`src/rtl/ifu_fetch_pkg.sv`:
```
// Shared types and constants for the instruction fetch stage.
package ifu_fetch_pkg;

    localparam int IFU_ADDR_W = 32;
    localparam int IFU_INST_W = 32;

    // Word presented in place of the instruction on a fetch fault.
    localparam logic [IFU_INST_W-1:0] INST_ZERO = '0;

    typedef enum logic [1:0] {
        IDLE,
        REQ,
        WAIT,
        HOLD
    } fetch_state_e;

endpackage

```
`src/rtl/ifu_fetch.sv`:
```
// Single-outstanding instruction fetch: latch pc, read memory, hold {pc, inst} for decode.
// Optional IFU_ALIGN_CHECK_EN: a misaligned pc faults locally without touching memory.
module ifu_fetch
    import ifu_fetch_pkg::*;
#(
    parameter int ADDR_W = IFU_ADDR_W,
    parameter int INST_W = IFU_INST_W
) (
    input  logic              clk,
    input  logic              rst,
    input  logic [ADDR_W-1:0] pc,
    input  logic              flush,
    output logic              mem_req_valid,
    input  logic              mem_req_ready,
    output logic [ADDR_W-1:0] mem_req_addr,
    input  logic              mem_rsp_valid,
    input  logic [INST_W-1:0] mem_rsp_data,
    input  logic              mem_rsp_err,
    output logic              out_valid,
    input  logic              out_ready,
    output logic [ADDR_W-1:0] out_pc,
    output logic [INST_W-1:0] out_inst,
    output logic              out_fault,
    output logic              pc_wen
);

    fetch_state_e state;
    logic         drop;

    // The PC register loads on the same edge decode takes the instruction,
    // so IDLE sees the advanced pc on the following cycle.
    assign pc_wen = out_valid & out_ready & ~flush;

    always_ff @(posedge clk or negedge rst) begin
        if (!rst) begin
            state         <= IDLE;
            drop          <= 1'b0;
            mem_req_valid <= 1'b0;
            mem_req_addr  <= '0;
            out_valid     <= 1'b0;
            out_pc        <= '0;
            out_inst      <= '0;
            out_fault     <= 1'b0;
        end else begin
            case (state)
                IDLE: begin
                    // pc is stale on a flush cycle; wait for the reload.
                    if (!flush) begin
                        mem_req_addr <= pc;
`ifdef IFU_ALIGN_CHECK_EN
                        if (pc[1:0] != 2'b00) begin
                            state     <= HOLD;
                            out_valid <= 1'b1;
                            out_pc    <= pc;
                            out_fault <= 1'b1;
                            out_inst  <= INST_W'(INST_ZERO);
                        end else begin
                            state         <= REQ;
                            mem_req_valid <= 1'b1;
                        end
`else
                        state         <= REQ;
                        mem_req_valid <= 1'b1;
`endif
                    end
                end
                REQ: begin
                    // An accepted request owes us a response even if flushed,
                    // so swallow it in WAIT rather than leave it to a later fetch.
                    if (mem_req_ready) begin
                        mem_req_valid <= 1'b0;
                        drop          <= flush;
                        state         <= WAIT;
                    end else if (flush) begin
                        mem_req_valid <= 1'b0;
                        state         <= IDLE;
                    end
                end
                WAIT: begin
                    if (mem_rsp_valid) begin
                        if (flush || drop) begin
                            drop  <= 1'b0;
                            state <= IDLE;
                        end else begin
                            state     <= HOLD;
                            out_valid <= 1'b1;
                            out_pc    <= mem_req_addr;
                            out_fault <= mem_rsp_err;
                            out_inst  <= mem_rsp_err ? INST_W'(INST_ZERO) : mem_rsp_data;
                        end
                    end else if (flush) begin
                        drop <= 1'b1;
                    end
                end
                HOLD: begin
                    if (flush || out_ready) begin
                        out_valid <= 1'b0;
                        state     <= IDLE;
                    end
                end
                default: state <= IDLE;
            endcase
        end
    end

endmodule

```
`config.mk`:
```
export PLATFORM = sky130hd
export DESIGN_NAME = ifu_fetch
export DESIGN_NICKNAME = d
export VERILOG_FILES = /design/src/rtl/ifu_fetch_pkg.sv /design/src/rtl/ifu_fetch.sv
export SDC_FILE = /design/constraint.sdc
export NUM_CORES = 1
export LEC_CHECK = 0
export CAP_MARGIN = 25
export CORE_MARGIN = 2
export CORE_UTILIZATION = 35
export CTS_CLUSTER_DIAMETER = 40
export DETAILED_ROUTE_END_ITERATION = 6
export PLACE_DENSITY_LB_ADDON = 0.08
export SLEW_MARGIN = 0
export SYNTH_ARGS = -nofsm -noshare
export SYNTH_HDL_FRONTEND = slang
export SYNTH_SLANG_ARGS = --single-unit
```
`constraint.sdc`:
```
create_clock -name clk -period 2.8 [get_ports clk]
set_clock_uncertainty 0.1 [all_clocks]
set_input_delay 0.42 -clock clk [delete_from_list [all_inputs] [get_ports clk]]
set_output_delay 0.42 -clock clk [all_outputs]
set_load 0.01 [all_outputs]
```
==> PnR_summary.wiki, run 1 <==
{| class="wikitable"
! Metric !! Value
|-
| Status || finished clean
|-
| Worst Max-Slew Pin Slew || 0.557 ns
|-
| Total of endpoints with negative setup slack in the final report || 0
|-
| Register clock-pin slew on the reported worst setup and hold paths || approximately 0.07 ns
|-
| Worst Hold Class || flip-flop to flip-flop
|-
| Post-route DRC || 0
|-
| Crit path DAT || approximately 1.6 ns
|-
| Fin. Hold Viols || 0
|-
| Max-cap check violation count || 0
|-
| Worst setup EP type || output pin
|-
| TritonCTS clock tree || built
|-
| Post-synth cell types || 23
|-
| Number of clock buffers inserted by TritonCTS || 9
|-
| Type of the worst setup path || input pin to output pin
|-
| Pre-Repair DR Iteration Count || 4
|-
| Post-synth top flop || dfrtp_1
|-
| Total routing usage reported by global routing || 0.151
|-
| Sum of internal, switching and leakage power || 0.00659 W
|-
| Floorplan die height || ~120 um
|-
| Area of the core region || 12,100 um^2
|-
| Synthesized instance count || 276
|-
| Number of rows in the core area || 40
|-
| Sequential share of the synthesized area || 0.590
|-
| Iteration-0 DRC count of the detailed router || 96
|-
| Worst skew pair latency || between 0.3 and 0.4 ns
|-
| Final #Nets || 522
|-
| Post-synthesis cell area || 4330 um^2
|-
| Number of nets with antenna violations after routing || 0
|-
| Largest net degree at the start of global routing || between 40 and 50
|-
| Antenna violations before repair || 0
|-
| Worst path top cell family by delay || buffers and inverters
|-
| Antenna diodes || 0
|-
| CP Cell Sequence || clkdlybuf4s50_1 -> and3_1 -> clkdlybuf4s50_1
|-
| Synthesized netlist net count || 347
|-
| Hold Slack || 0.405 ns
|-
| Kind of launch point of the worst setup path || input pin
|-
| Final estimated routing congestion in global placement || slightly below 0.8
|-
| Slowest stage cell, crit path || clkdlybuf4s50_1
|-
| Flip-flop and latch count after synthesis || a little over 100
|-
| Ports placed on the boundary || 171
|-
| Global route overflow || 0
|-
| Per-instance average area after synthesis || between 15 and 20 um^2
|-
| Normalized max-slew margin || 0.629
|-
| Number of sinks handled by clock tree synthesis || 102
|-
| Width of the die || approximately 120 um
|-
| Part of the cycle the worst path needs || 0.771
|-
| Total negative slack || 0 ns
|-
| Initial core utilization || 0.359
|-
| Vias in the first global route || 2,895
|-
| Setup repair after global routing missed its margin || no
|-
| Maximum vdd ir drop || 591 uV
|-
| Fraction of final layout cells with drive strength greater than 1 || 0.270
|-
| Number of max-slew violations in the final report || 0
|-
| Area delta synth->final || 50.9%
|-
| H-tree level count || 3
|-
| Vias per cell || 4.54
|-
| Fmax achieved || between 400 and 500 MHz
|-
| Buffer type at the clock tree root || clkbuf_16
|-
| Number of cells upsized or downsized after cts || 0
|-
| Number of enable flip-flop cells after synthesis || 0
|-
| Port Buffer Count || 170
|-
| Delay of the slowest cell on the worst path || 0.53 ns
|-
| Detailed Place HPWL || 6810 um
|-
| Total power per unit cell area || 1010 nW/um^2
|-
| Data required time of the critical path || 2.28 ns
|-
| Commonest non-fill, non-tap cells in the layout || 169 x clkdlybuf4s50_1, 102 x dfrtp_1, 50 x mux2_4
|-
| Total buffers and inverters traversed by the critical path || 2
|-
| Most common cell after layout, fill and taps aside || clkdlybuf4s50_1
|-
| Most prevalent standard cell on the critical path || clkdlybuf4s50_1
|-
| Post CTS Setup Buffer Count || 0
|-
| Time the worst path needs with I/O delays and setup || 2.16 ns
|-
| Warnings, synthesis || 0
|-
| Area of the die || 13,300 um^2
|-
| Async set-or-reset flop fraction in the synthesized netlist || 1.00
|-
| Via count of the routed design || 2,834
|-
| Highest net fanout along the worst path || 4
|-
| Routed len/inst || 15.8 um
|-
| Maximum clock insertion buffer count || 2
|-
| Global-route wire length before repair || 15,300 um
|-
| Static leakage power || approximately 2.9 nW
|-
| Post-detailed-routing wire length || 9890 um
|}
==> per-stage QoR <==
step	instances	cell area (um^2)	setup slack, ns	util
final	624	6530	0.640	0.541
after global routing	624	6530	0.585	0.541
after CTS	624	6530	0.645	0.541
after detailed placement	607	6240	0.643	0.517
after global placement	607	6240	0.663	0.517
after floorplan	276	4330	1.23	-
==> repair_timing <==
action	CTS	global route
endpoints found under the setup margin	0	0
hold endpoints to repair	40	0
hold buffers	1	0
==> worst paths after layout <==
path / cells after the start / slack [ns] / startpoint / to
setup / recovery: 3 / 0.64 / out_ready / pc_wen
hold / removal: 1 / 0.41 / out_fault / out_fault
setup reg to reg: 3 / 1.07 / state[1] / mem_req_addr[15]
hold reg to reg: 1 / 0.41 / out_fault / out_fault
max in group asynchronous: 3 / 1.41 / rst / out_pc[25]
min in group asynchronous: 2 / 0.51 / rst / out_pc[30]
==> metal layers <==
| layer | part of all wire | vias up | wire [um] | track usage |
|---|---|---|---|---|
| li1 | - | 1304 | - | - |
| met1 | 0.44 | 1410 | 4320 | 0.187 |
| met2 | 0.45 | 109 | 4490 | 0.232 |
| met3 | 0.098 | 11 | 966 | 0.0785 |
| met4 | 0.011 | 0 | 110 | 0.0458 |
| met5 | 0 | - | 0 | 0 |
==> cell families (layout without fill, tap and decap cells) <==
family	after synthesis	count (layout)	share of synthesized area
compound gates	13	13	0.0176
simple gates	45	45	0.0631
buf+inv	18	198	0.0310
flops	102	102	0.590
mux	98	98	0.298
==> final cells by class <==
cell class	instances	area, um^2
Fill cell	1023	5530
Sequential cell	102	2550
Inverter	2	7.51
Multi-Input combinational cell	156	1650
Timing Repair Buffer	180	1830
Clock buffer	13	260
Tap cell	168	210
Clock inverter	3	18.8
==> synth_stat cells, types with 2 or more instances <==
master	count	area share
buf_4	3	0.0052
buf_2	2	0.0023
nor2b_1	32	0.046
buf_6	7	0.018
mux2_4	50	0.17
inv_1	2	0.0017
clkbuf_1	4	0.0035
nor2_1	5	0.0043
o21ai_0	9	0.010
dfrtp_1	102	0.59
mux2_2	45	0.12
mux2_1	2	0.0052
nand2_1	3	0.0026
==> power by group <==
part           internal [W]  switching, W
registers           0.00213      0.000444
logic               0.00189      0.000950
clock network      0.000651      0.000522
total               0.00467       0.00192
==> sequential cells by signal, summed over array words and instances, names as in the netlist <==
name           count
mem_req_addr      32
out_inst          32
out_pc            32
state              2
drop               1
mem_req_valid      1
out_fault          1
out_valid          1
Power figures use the tool's default switching activity.
==> inputs of run 2 (changes only) <==
==> constraint.sdc (replaced) <==
create_clock -name clk -period 1.95 [get_ports clk]
set_clock_uncertainty 0.1 [all_clocks]
set_input_delay 0.2925 -clock clk [delete_from_list [all_inputs] [get_ports clk]]
set_output_delay 0.2925 -clock clk [all_outputs]
set_load 0.01 [all_outputs]
==> run 2 against run 1 <==
Total power grew 44%. Die area did not move. Sequential power rose by 42%. Largest cell class unchanged.
==> PnR_summary.wiki, run 2 (synthesized netlist as in run 1, its figures left out) <==
{| class="wikitable"
! Metric !! Value
|-
| Status || finished clean
|-
| Biggest registers after layout || mem_req_addr (32), out_inst (32), out_pc (32)
|-
| Global-route wire length before repair || 15,500 um
|-
| Post-detailed-routing wire length || 9980 um
|-
| Data required time of the critical path || 1.56 ns
|-
| Normalized max-slew margin || 0.621
|-
| Slowest stage cell, crit path || clkdlybuf4s50_1
|-
| Total routing usage reported by global routing || 0.153
|-
| Type of the worst setup path || input pin to output pin
|-
| H-tree level count || 3
|-
| Antenna violations before repair || 0
|-
| Worst path top cell family by delay || buffers and inverters
|-
| Vias per cell || between 4 and 5
|-
| Routed len/inst || 15.9 um
|-
| Post-route DRC || 0
|-
| Total of endpoints with negative setup slack in the final report || 0
|-
| Area delta synth->final || 52.0%
|-
| Fmax achieved || between 500 and 600 MHz
|-
| CP Cell Sequence || clkdlybuf4s50_1 -> and3_1 -> clkdlybuf4s50_1
|-
| Net Switching || 0.00276 W
|-
| Ports placed on the boundary || 171
|-
| Clock network power share || 0.174
|-
| Worst Hold Class || input pin to flip-flop
|-
| Number of rows in the core area || 40
|-
| Time the worst path needs with I/O delays and setup || about 1.9 ns
|-
| Area of the die || 13,300 um^2
|-
| Sequential Power Share || 0.386
|-
| Sum of internal, switching and leakage power || approximately 0.0095 W
|-
| Hold Slack || 0.387 ns
|-
| Number of nets with antenna violations after routing || 0
|-
| Detailed Place HPWL || 6750 um
|-
| Pre-Repair DR Iteration Count || 4
|-
| Total buffers and inverters traversed by the critical path || 2
|-
| Buffer type at the clock tree root || clkbuf_16
|-
| Area of the core region || 12,100 um^2
|-
| Most common cell after layout, fill and taps aside || clkdlybuf4s50_1
|-
| Fin. Hold Viols || 0
|-
| TritonCTS clock tree || built
|-
| Initial core utilization || 0.359
|-
| Part of the total power dissipated in combinational logic || 0.439
|-
| Iteration-0 DRC count of the detailed router || 90
|-
| Fraction of final layout cells with drive strength greater than 1 || 0.278
|-
| Number of instances in the placed design || 613
|-
| Antenna diodes || 0
|-
| Max-cap check violation count || 0
|-
| Part of the cycle the worst path needs || 0.950
|-
| Largest net degree at the start of global routing || 103
|-
| Internal portion of total power || 0.00671 W
|-
| Vias in the first global route || 2,921
|-
| Via count of the routed design || 2,835
|-
| Worst skew pair latency || 0.34 ns
|-
| Switching power share of the total || 0.292
|-
| Final #Nets || 528
|-
| Static leakage power || 2.95 nW
|-
| Maximum vdd ir drop || 790 uV
|-
| Delay of the slowest cell on the worst path || about 0.53 ns
|-
| Port Buffer Count || 170
|-
| Register clock-pin slew on the reported worst setup and hold paths || 0.06 ns
|-
| Total power per unit cell area || between 1000 and 1500 nW/um^2
|-
| Highest net fanout along the worst path || 2
|-
| Crit path DAT || 1.46 ns
|-
| Kind of launch point of the worst setup path || input pin
|-
| Filler-free cell count of the finished design || 629
|-
| Number of sinks handled by clock tree synthesis || 102
|-
| Width of the die || 115 um
|-
| Number of max-slew violations in the final report || 0
|-
| Maximum clock insertion buffer count || 2
|-
| Setup repair after global routing missed its margin || no
|-
| Floorplan die height || 115 um
|-
| Global route overflow || 0
|-
| Fill cell total of the finished layout || between 1,000 and 1,500
|-
| Worst Max-Slew Pin Slew || 0.568 ns
|-
| Final estimated routing congestion in global placement || ~0.76
|-
| Commonest non-fill, non-tap cells in the layout || 168 x clkdlybuf4s50_1, 102 x dfrtp_1, 50 x mux2_4
|-
| Most prevalent standard cell on the critical path || clkdlybuf4s50_1
|-
| R2r setup slk || 0.41 ns
|-
| Number of clock buffers inserted by TritonCTS || 9
|-
| Worst setup EP type || output pin
|}
## run 2: cell types whose count changed in the layout (fill, tap and decap cells not counted)
cell,delta
buf_12,+1
buf_4,+5
clkbuf_8,-1
clkdlybuf4s50_1,-1
clkinv_2,-1
clkinvlp_4,+1
dlygate4sd2_1,+1
## run 2: worst min-delay path, cell delays in order
cell           delay, ns
dlygate4sd2_1       0.28
buf_4               0.17
a211oi_1            0.04
## run 2: area by class of cell
class / count / area [um^2] / area share
well taps: 168 / 210 / 0.0320
flip-flops and latches: 102 / 2550 / 0.388
clock inverters: 3 / 21.3 / 0.00324
repair buffers: 186 / 1880 / 0.287
multi-input cells: 156 / 1650 / 0.251
clock buffers: 12 / 246 / 0.0375
inverters: 2 / 7.51 / 0.00114
## run 2: routing by layer
metal,global-route usage,up-vias,part of all wire
li1,-,1310,-
met1,0.191,1408,0.43
met2,0.237,110,0.47
met3,0.0749,7,0.092
met4,0.0458,0,0.010
met5,0,-,0
## run 2: power groups by stage
stage / combinational (W) / clock (W) / sequential, W
3_5_place_dp: 0.00420 / 0 / 0.00371
5_1_grt: 0.00443 / 0.00182 / 0.00380
3_3_place_gp: 0.00416 / 0 / 0.00367
2_1_floorplan: 0.00144 / 0 / 0.00405
6_report: 0.00416 / 0.00165 / 0.00366
4_1_cts: 0.00422 / 0.00173 / 0.00368
## run 2: through the flow
step,TNS (ns),area (um^2),worst slack [ns],utilization
CTS,0,6570,0.104,0.545
finish,0,6570,0.0968,0.545
global placement,0,6300,0.00913,0.522
global route,0,6570,0.0444,0.545
detailed placement,-0.253,6300,-0.0305,0.522
floorplan,0,4330,0.462,-
## run 2: repair_timing
action | in CTS | in global routing
buffers inserted | 0 | 0
resized for setup | 1 | 0
hold endpoints to repair | 102 | 0
hold buffers | 1 | 0
endpoints found under the setup margin | 1 | 0
## run 2: worst paths after layout
| kind | from | end | cells past startpoint |
|---|---|---|---|
| max | out_ready | pc_wen | 3 |
| min | flush | state[0] | 3 |
| min reg2reg | out_pc[17] | out_pc[17] | 1 |
| max in group asynchronous | rst | out_inst[11] | 3 |
| min in group asynchronous | rst | out_pc[27] | 3 |
| max reg2reg | drop | out_inst[20] | 4 |
==> inputs of run 3 (changes only) <==
--- a/config.mk
+++ b/config.mk
@@ -5,10 +5,12 @@
 export SDC_FILE = /design/constraint.sdc
 export NUM_CORES = 1
 export LEC_CHECK = 0
-export CAP_MARGIN = 25
+export CAP_MARGIN = 10
 export CORE_MARGIN = 2
 export CORE_UTILIZATION = 35
+export CTS_BUF_LIST = sky130_fd_sc_hd__clkbuf_4
 export CTS_CLUSTER_DIAMETER = 40
+export CTS_CLUSTER_SIZE = 40
 export DETAILED_ROUTE_END_ITERATION = 6
 export PLACE_DENSITY_LB_ADDON = 0.08
 export SLEW_MARGIN = 0
==> run 3 against run 2 <==
Fmax shrank 0.20%. Wire length grew 0.18%. Critical path depth shrank 1. Clock power shrank 42%. Worst hold slack lost 0.13 ns. Flip-flop and latch count is the same. Cell area shrank 2.2%. Critical path type is now flip-flop to output pin.
==> PnR_summary.wiki, run 3 (synthesized netlist as in run 1, its figures left out) <==
{| class="wikitable"
! Metric !! Value
|-
| Fin. Hold Viols || 0
|-
| Ports placed on the boundary || 171
|-
| Final #Nets || 530
|-
| Kind of launch point of the worst setup path || flip-flop
|-
| Static leakage power || 2.89 nW
|-
| TritonCTS clock tree || built
|-
| Sum of internal, switching and leakage power || 0.00879 W
|-
| Number of max-slew violations in the final report || 0
|-
| Number of instances in the placed design || 613
|-
| Setup slack at placement || -0.0305 ns
|-
| Normalized max-slew margin || 0.636
|-
| Fmax achieved || 539 MHz
|-
| Final setup slack of the worst path || 0.0930 ns
|-
| Global-route wire length before repair || 15,500 um
|-
| Highest net fanout along the worst path || 2
|-
| Total negative slack || 0 ns
|-
| Area of the die || 13,300 um^2
|-
| Worst Max-Slew Pin Slew || 0.546 ns
|-
| Port Buffer Count || 170
|-
| Initial core utilization || 0.359
|-
| Antenna violations before repair || 0
|-
| Buffer type at the clock tree root || clkbuf_4
|-
| Busiest metal layer after global routing || met2
|-
| Delay of the slowest cell on the worst path || between 0.4 and 0.5 ns
|-
| Crit path DAT || between 1 and 1.5 ns
|-
| Type of the worst setup path || flip-flop to output pin
|-
| Worst skew pair latency || 0.45 ns
|-
| Detailed Place HPWL || 6750 um
|-
| Total routing usage reported by global routing || 0.152
|-
| Routed len/inst || between 15 and 20 um
|-
| Iteration-0 DRC count of the detailed router || 98
|-
| Floorplan die height || 115 um
|-
| Antenna diodes || 0
|-
| R2r setup slk || 0.39 ns
|-
| Vias in the first global route || between 2,000 and 3,000
|-
| Maximum vdd ir drop || ~670 uV
|-
| Number of clock buffers inserted by TritonCTS || 9
|-
| Largest net degree at the start of global routing || 103
|-
| Final Instance Area || 6430 um^2
|-
| Final estimated routing congestion in global placement || 0.758
|-
| Commonest non-fill, non-tap cells in the layout || 167 x clkdlybuf4s50_1, 102 x dfrtp_1, 50 x mux2_4
|-
| Data required time of the critical path || 1.56 ns
|-
| Time the worst path needs with I/O delays and setup || 1.86 ns
|-
| CP Cell Sequence || buf_4 -> clkdlybuf4s50_1
|-
| Post-route DRC || 0
|-
| Maximum clock insertion buffer count || 2
|-
| Register clock-pin slew on the reported worst setup and hold paths || 0.15 ns
|-
| Area delta synth->final || 48.6%
|-
| Fraction of final layout cells with drive strength greater than 1 || 0.283
|-
| Post-DP Area || 6300 um^2
|-
| Via count of the routed design || around 2,900
|-
| Most common cell after layout, fill and taps aside || clkdlybuf4s50_1
|-
| Global route overflow || 0
|-
| Met3 GRT Util || 0.0743
|-
| Global routing met2 resource utilization || 0.235
|-
| Setup repair after global routing missed its margin || no
|-
| Vias per cell || 4.52
|-
| Pre-Repair DR Iteration Count || 4
|-
| Number of rows in the core area || 40
|-
| Area of the core region || about 12,000 um^2
|-
| Worst Hold Class || input pin to flip-flop
|-
| Status || finished clean
|-
| Total of endpoints with negative setup slack in the final report || 0
|-
| Biggest registers after layout || mem_req_addr (32), out_inst (32), out_pc (32)
|-
| Worst setup EP type || output pin
|-
| Max-cap check violation count || 0
|-
| H-tree level count || 3
|-
| Width of the die || 115 um
|-
| Number of nets with antenna violations after routing || 0
|-
| Filler-free cell count of the finished design || 631
|-
| Slowest stage cell, crit path || clkdlybuf4s50_1
|-
| Met1 track demand over resource in global routing || 0.192
|-
| Total power per unit cell area || 1370 nW/um^2
|-
| Part of the cycle the worst path needs || 0.952
|-
| Post-detailed-routing wire length || between 9000 and 10,000 um
|-
| Number of sinks handled by clock tree synthesis || 102
|}
## run 3: final cells by class
cell class	count	area (um^2)
clock buffer	11	82.6
clock inverter	4	25.0
fill	1042	5640
inverter	2	7.51
multi-input combinational	156	1650
sequential	102	2550
tap	168	210
timing repair buffer	188	1900
## run 3: path summary, 6_finish.rpt
check,start,endpoint,cells past startpoint
worst max-delay path,out_valid,out_valid,2
worst min-delay path,flush,state[0],3
worst max register to register,drop,out_inst[16],4
worst min register to register,out_inst[31],out_inst[31],1
max in group asynchronous,rst,mem_req_addr[13],3
min in group asynchronous,rst,out_pc[30],3
## run 3: metrics by stage
stage                     utilization  hold WS [ns]
after floorplan                     -        -0.103
after global routing            0.533         0.216
final                           0.533         0.260
after detailed placement        0.522         0.313
after global placement          0.522         0.308
after CTS                       0.533         0.218
## run 3: power breakdown
part / leakage, nW / internal [W] / switching (W)
registers: 1.26 / 0.00304 / 0.000600
logic: 1.57 / 0.00278 / 0.00141
clock network: 0.0604 / 0.000281 / 0.000676
## run 3: what timing repair did
action	4_1_cts	5_1_grt
hold endpoints to repair	102	0
gates resized for setup	2	0
endpoints found under the setup margin	1	0
setup buffers	2	0
hold buffers	1	0
## run 3: critical path: cells and delay by family (launching register included)
kind,cells,cell delay (ns)
buf+inv,2,0.61
flops,1,0.41
## run 3: routing by layer
layer	vias up	routed length [um]
li1	1319	-
met1	1423	4340
met2	106	4660
met3	7	897
met4	0	99
met5	-	0
